`src/rtl/st_stub_pair_sequencer.sv`:
```
// Stub pair sequencer: pops one stub-count word per crossing, then walks every
// inner-layer stub against the outer-layer stubs three at a time. Output strobes
// are delayed by MEM_LAT so they line up with the data returned by the stub memories.
module st_stub_pair_sequencer #(
  parameter int unsigned STUB_ADR_BITS = 6,
  parameter int unsigned CNT_BITS      = STUB_ADR_BITS + 1,
  parameter int unsigned MEM_LAT       = 2
) (
  input  logic                      proc_clk,
  input  logic                      reset_n,
  input  logic [2*CNT_BITS-1:0]     struct_stub_cnt,
  input  logic                      stub_cnt_fifo_empty,
  output logic                      stub_cnt_fifo_rd_en,
  output logic [STUB_ADR_BITS-1:0]  in_stub_adr,
  output logic [STUB_ADR_BITS-1:0]  out_stub_adr,
  output logic                      pair_valid,
  output logic [2:0]                pair_mask,
  output logic                      pair_first,
  output logic                      pair_last,
  output logic                      crossing_done,
  output logic                      busy,
  output logic                      cnt_ovf,
  output logic [15:0]               crossing_cnt
);

  // Comparisons against the counts need one extra bit so j+3 cannot wrap.
  localparam int unsigned XW = CNT_BITS + 1;
  localparam logic [CNT_BITS-1:0] MaxCnt = CNT_BITS'(2 ** STUB_ADR_BITS);

  typedef enum logic [2:0] {StIdle, StPop, StLoad, StRun, StDone} state_e;

  typedef struct packed {
    logic       valid;
    logic [2:0] mask;
    logic       first;
    logic       last;
    logic       done;
  } token_t;

  state_e                     state_q, state_d;
  logic [CNT_BITS-1:0]        in_cnt_q, in_cnt_d;
  logic [CNT_BITS-1:0]        out_cnt_q, out_cnt_d;
  logic [CNT_BITS-1:0]        i_q, i_d;
  logic [CNT_BITS-1:0]        j_q, j_d;
  logic                       ovf_q, ovf_d;
  logic [15:0]                xcnt_q, xcnt_d;
  logic                       busy_q;
  logic [STUB_ADR_BITS-1:0]   in_adr_q, out_adr_q;
  token_t                     tok;
  token_t                     dly_q [MEM_LAT];

  logic [CNT_BITS-1:0] in_raw, out_raw, in_clamp, out_clamp;
  logic [XW-1:0]       j_x, out_x;
  logic                row_end;

  assign in_raw    = struct_stub_cnt[CNT_BITS-1:0];
  assign out_raw   = struct_stub_cnt[2*CNT_BITS-1:CNT_BITS];
  assign in_clamp  = (in_raw > MaxCnt) ? MaxCnt : in_raw;
  assign out_clamp = (out_raw > MaxCnt) ? MaxCnt : out_raw;
  assign j_x       = {1'b0, j_q};
  assign out_x     = {1'b0, out_cnt_q};
  assign row_end   = (j_x + XW'(3)) >= out_x;

  // Next-state, counters and the token entering the delay line.
  always_comb begin
    state_d   = state_q;
    in_cnt_d  = in_cnt_q;
    out_cnt_d = out_cnt_q;
    i_d       = i_q;
    j_d       = j_q;
    ovf_d     = ovf_q;
    xcnt_d    = xcnt_q;
    tok       = '0;
    unique case (state_q)
      StIdle: begin
        if (!stub_cnt_fifo_empty) state_d = StPop;
      end
      StPop: begin
        state_d = StLoad;
      end
      StLoad: begin
        in_cnt_d  = in_clamp;
        out_cnt_d = out_clamp;
        if ((in_raw > MaxCnt) || (out_raw > MaxCnt)) ovf_d = 1'b1;
        i_d = '0;
        j_d = '0;
        if ((in_clamp == '0) || (out_clamp == '0)) state_d = StDone;
        else                                       state_d = StRun;
      end
      StRun: begin
        tok.valid = 1'b1;
        tok.mask  = {(j_x + XW'(2)) < out_x, (j_x + XW'(1)) < out_x, j_x < out_x};
        tok.first = (i_q == '0) && (j_q == '0);
        tok.last  = row_end && (i_q == in_cnt_q - CNT_BITS'(1));
        if (row_end) begin
          j_d = '0;
          i_d = i_q + CNT_BITS'(1);
        end else begin
          j_d = j_q + CNT_BITS'(3);
        end
        if (tok.last) state_d = StDone;
      end
      StDone: begin
        tok.done = 1'b1;
        xcnt_d   = xcnt_q + 16'd1;
        state_d  = StIdle;
      end
      default: state_d = StIdle;
    endcase
  end

  // State, counts and status registers.
  always_ff @(posedge proc_clk or negedge reset_n) begin
    if (!reset_n) begin
      state_q   <= StIdle;
      in_cnt_q  <= '0;
      out_cnt_q <= '0;
      i_q       <= '0;
      j_q       <= '0;
      ovf_q     <= 1'b0;
      xcnt_q    <= '0;
      busy_q    <= 1'b0;
    end else begin
      state_q   <= state_d;
      in_cnt_q  <= in_cnt_d;
      out_cnt_q <= out_cnt_d;
      i_q       <= i_d;
      j_q       <= j_d;
      ovf_q     <= ovf_d;
      xcnt_q    <= xcnt_d;
      busy_q    <= (state_d != StIdle);
    end
  end

  // Remember the last issued addresses so they hold steady outside RUN.
  always_ff @(posedge proc_clk or negedge reset_n) begin
    if (!reset_n) begin
      in_adr_q  <= '0;
      out_adr_q <= '0;
    end else if (state_q == StRun) begin
      in_adr_q  <= i_q[STUB_ADR_BITS-1:0];
      out_adr_q <= j_q[STUB_ADR_BITS-1:0];
    end
  end

  // Delay line aligning the strobes with the memory read data.
  always_ff @(posedge proc_clk or negedge reset_n) begin
    if (!reset_n) begin
      for (int k = 0; k < MEM_LAT; k++) dly_q[k] <= '0;
    end else begin
      dly_q[0] <= tok;
      for (int k = 1; k < MEM_LAT; k++) dly_q[k] <= dly_q[k-1];
    end
  end

  assign stub_cnt_fifo_rd_en = (state_q == StPop);
  assign in_stub_adr   = (state_q == StRun) ? i_q[STUB_ADR_BITS-1:0] : in_adr_q;
  assign out_stub_adr  = (state_q == StRun) ? j_q[STUB_ADR_BITS-1:0] : out_adr_q;
  assign pair_valid    = dly_q[MEM_LAT-1].valid;
  assign pair_mask     = dly_q[MEM_LAT-1].mask;
  assign pair_first    = dly_q[MEM_LAT-1].first;
  assign pair_last     = dly_q[MEM_LAT-1].last;
  assign crossing_done = dly_q[MEM_LAT-1].done;
  assign busy          = busy_q;
  assign cnt_ovf       = ovf_q;
  assign crossing_cnt  = xcnt_q;

endmodule

```
`config.mk`:
```
export PLATFORM = sky130hd
export DESIGN_NAME = st_stub_pair_sequencer
export DESIGN_NICKNAME = d
export VERILOG_FILES = /design/src/rtl/st_stub_pair_sequencer.sv
export SDC_FILE = /design/constraint.sdc
export NUM_CORES = 1
export LEC_CHECK = 0
export CORE_MARGIN = 2
export CORE_UTILIZATION = 44
export DETAILED_ROUTE_END_ITERATION = 16
export DONT_BUFFER_PORTS = 1
export REMOVE_ABC_BUFFERS = 1
export SLEW_MARGIN = 25
export SYNTH_ARGS = -nofsm -noshare
export SYNTH_HDL_FRONTEND = slang
export SYNTH_SLANG_ARGS = --single-unit
```
`constraint.sdc`:
```
create_clock -name proc_clk -period 8.2 [get_ports proc_clk]
set_clock_uncertainty 0.1 [all_clocks]
set_input_delay 0.82 -clock proc_clk [delete_from_list [all_inputs] [get_ports proc_clk]]
set_output_delay 0.82 -clock proc_clk [all_outputs]
set_load 0.02 [all_outputs]
```
==> flow_summary.ini <==
[run_status]
outcome = completed

[pwr]
p_per_area_nw_per_um2 = 351
p_leak_nw = 2.08
irDropWorstVdd_mv = 0.231
power_w = 0.00155

[die]
ios = 55
die-area_um2 = 10300
die_w_um = 101
die_height_um = 101
initial_core_util_pct = 45.3
num_rows = 35
design.core.area_um2 = 9200

[placed_design]
dp_hpwl_mm = 6.08
gp_routability_congestion = 0.811
port_buffers = 0
placed_cells = 515
dp_slack_ps = 4700

[timing]
worst_pin_slew_ps = 827
relSlewSlack_pct = 44.7
tns_ps = 0
finalHoldViolCount = 0
post-route-min-period_ps = 3810
report.final.slew_viol_count = 0
fin_ws_ps = 4390
post-route-period-util_pct = 46.4
setup_violations = 0
max_freq_ghz = 0.263
rsz0062_at_grt = no

[detailed_routing]
vias_per_cell = 5.53
wirelength_mm = 8.45
vias = 2925
drcViolationCount = 0
routedWlPerCell_um = 16.0
ant_nets = 0
dr.pass1.iters = 4
drtIter0Drc = 121

[global_route]
grt_usage_pct = 17.8
grt_overflow = 0
grt_pass1_wl_mm = 14.3
grt_max_degree = 76
antenna_found_initial = 0
grt_pass1_vias = 2900

[worst_setup_path]
crit_arrival_ps = 2890
cp_cell_sequence = nor2b_1 -> nand2_1 -> inv_1 -> nand2_1 -> nand2_1
path_max_fanout = 24
crit_path_end_kind = output port
slowest_stage = inv_1
critPathMostFrequentCell = nand2_1
start_kind = register
crit_required_ps = 7280
cpPeakStageDelay_ps = 630
crit_type = register to output port

[worst_hold_path]
hold_class = primary input to asynchronous set/reset pin

[synthesis]
postSynthCellCount = 423
synth_top_area_share_pct = 45.1
ys_seq_area_share_pct = 45.1
synth_top_area_cell = dfrtp_1
yosysUniqueCellTypes = 50
ys_top_cells_by_area = dfrtp_1, ha_1, nand2_1, xnor2_1, xor2_1
syn_area_um2 = 4160
synth_ff_type = dfrtp_1
synth_enable_flop_cells = 0
async_flop_share_pct = 100
synth-seq-cells = 75
ys_warn_count = 0
syn_avg_cell_area_um2 = 9.84
synth_common_cells = dfrtp_1, nand2_1, ha_1
synth_most_common_cell = dfrtp_1

[cts]
cts_tree = built
cts_buffer_depth = 2
ctsHoldBuffers = 0
clockRootBuffer = clkbuf_8
worstSkewPairLatency_ps = 350
cts_setup_buffers = 0
cts_resized = 0
clk_pin_slew_worst_paths_ps = 70
clkSinkCount = 75
cts_buffers = 9
cts_max_level = 3

[run]
max_cap_viol_count = 0

[finish]
nets = 467
drive_gt1_share_pct = 6.22
finalNonFillerCells = 529
syn_to_final_growth_pct = 5.83
n_antenna_cell = 0
==> registers in the layout, summed over array words and instances (netlist names) <==
name	flops
pair_first	1
pair_last	1
j_q	7
dly_q	7
busy	1
cnt_ovf	1
pair_mask	3
pair_valid	1
crossing_cnt	16
crossing_done	1
in_adr_q	6
i_q	7
out_cnt_q	7
in_cnt_q	7
state_q	3
out_adr_q	6
==> layout make-up <==
cell class / count / area, um^2
Clock buffer: 10 / 138
Clock inverter: 4 / 76.3
Fill cell: 890 / 4790
Inverter: 19 / 71.3
Multi-Input combinational cell: 308 / 2090
Sequential cell: 75 / 1880
Tap cell: 111 / 139
Timing Repair Buffer: 2 / 15.0
==> through the flow <==
stage               hold slack (ps)  instance area [um^2]  utilization (%)
global route                   14.0                  4410             47.9
detailed placement              235                  4190             45.6
global placement                231                  4190             45.6
CTS                            37.8                  4410             47.9
floorplan                       231                  4040                -
finish                         62.2                  4410             47.9
==> critical path: cells and delay by family (launching register included) <==
family / cells / cell delay, ps
DFF: 1 / 480
and+or+nand+nor: 4 / 1430
buffers and inverters: 1 / 630
==> where the power goes <==
part           internal (W)  switching [W]  total (W)
registers          0.000458       0.000100   0.000559
logic              0.000274       0.000407   0.000681
clock network      0.000177       0.000131   0.000308
total              0.000909       0.000638    0.00155
==> cells by family (layout without fill, tap and decap cells) <==
kind of cell | count (synthesis) | count (layout) | share of synthesized area [%]
compound gates | 63 | 63 | 9.71
xor+xnor | 41 | 41 | 8.99
fa+ha+maj | 35 | 35 | 10.5
buf+inv | 40 | 35 | 4.72
flops | 75 | 75 | 45.1
mux | 4 | 4 | 1.05
simple gates | 165 | 165 | 19.9
==> routing by layer <==
layer | wire length (um) | global-route usage, % | vias to the layer above
li1 | - | - | 1432
met1 | 4000 | 23.7 | 1416
met2 | 3960 | 27.7 | 72
met3 | 440 | 5.66 | 5
met4 | 61 | 5.72 | 0
met5 | 0 | 0 | -
==> path summary, 6_finish.rpt <==
kind | start | to | slack, ps | cells past startpoint
setup / recovery | state_q[1] | out_stub_adr[4] | 4390 | 5
max in group asynchronous | reset_n | out_cnt_q[3] | 7810 | 0
setup reg to reg | j_q[0] | j_q[2] | 4850 | 11
hold / removal | reset_n | dly_q[12] | 60 | 0
hold reg to reg | dly_q[9] | pair_first | 250 | 0
min in group proc_clk | dly_q[9] | pair_first | 250 | 0
==> cell usage in the layout, fill, tap and decap left out, types with 3 or more instances in the layout <==
cell,synthesis,layout
dfrtp_1,75,75
nand2_1,66,66
ha_1,35,35
xnor2_1,26,26
nor2_1,23,23
o21ai_0,22,22
inv_1,19,19
nand3_1,19,19
xor2_1,14,14
nand3b_1,12,12
clkbuf_8,0,10
a21oi_1,9,9
nor3_1,8,8
and3_1,6,6
nor4_1,5,5
o21a_1,5,5
a21o_1,5,5
nor2b_1,4,4
nand4_1,4,4
or3_1,3,3
a2111oi_0,3,3
mux2_2,3,3
a31oi_1,3,3
o21bai_1,3,3
nand2b_1,3,3
Power figures use the tool's default switching activity.
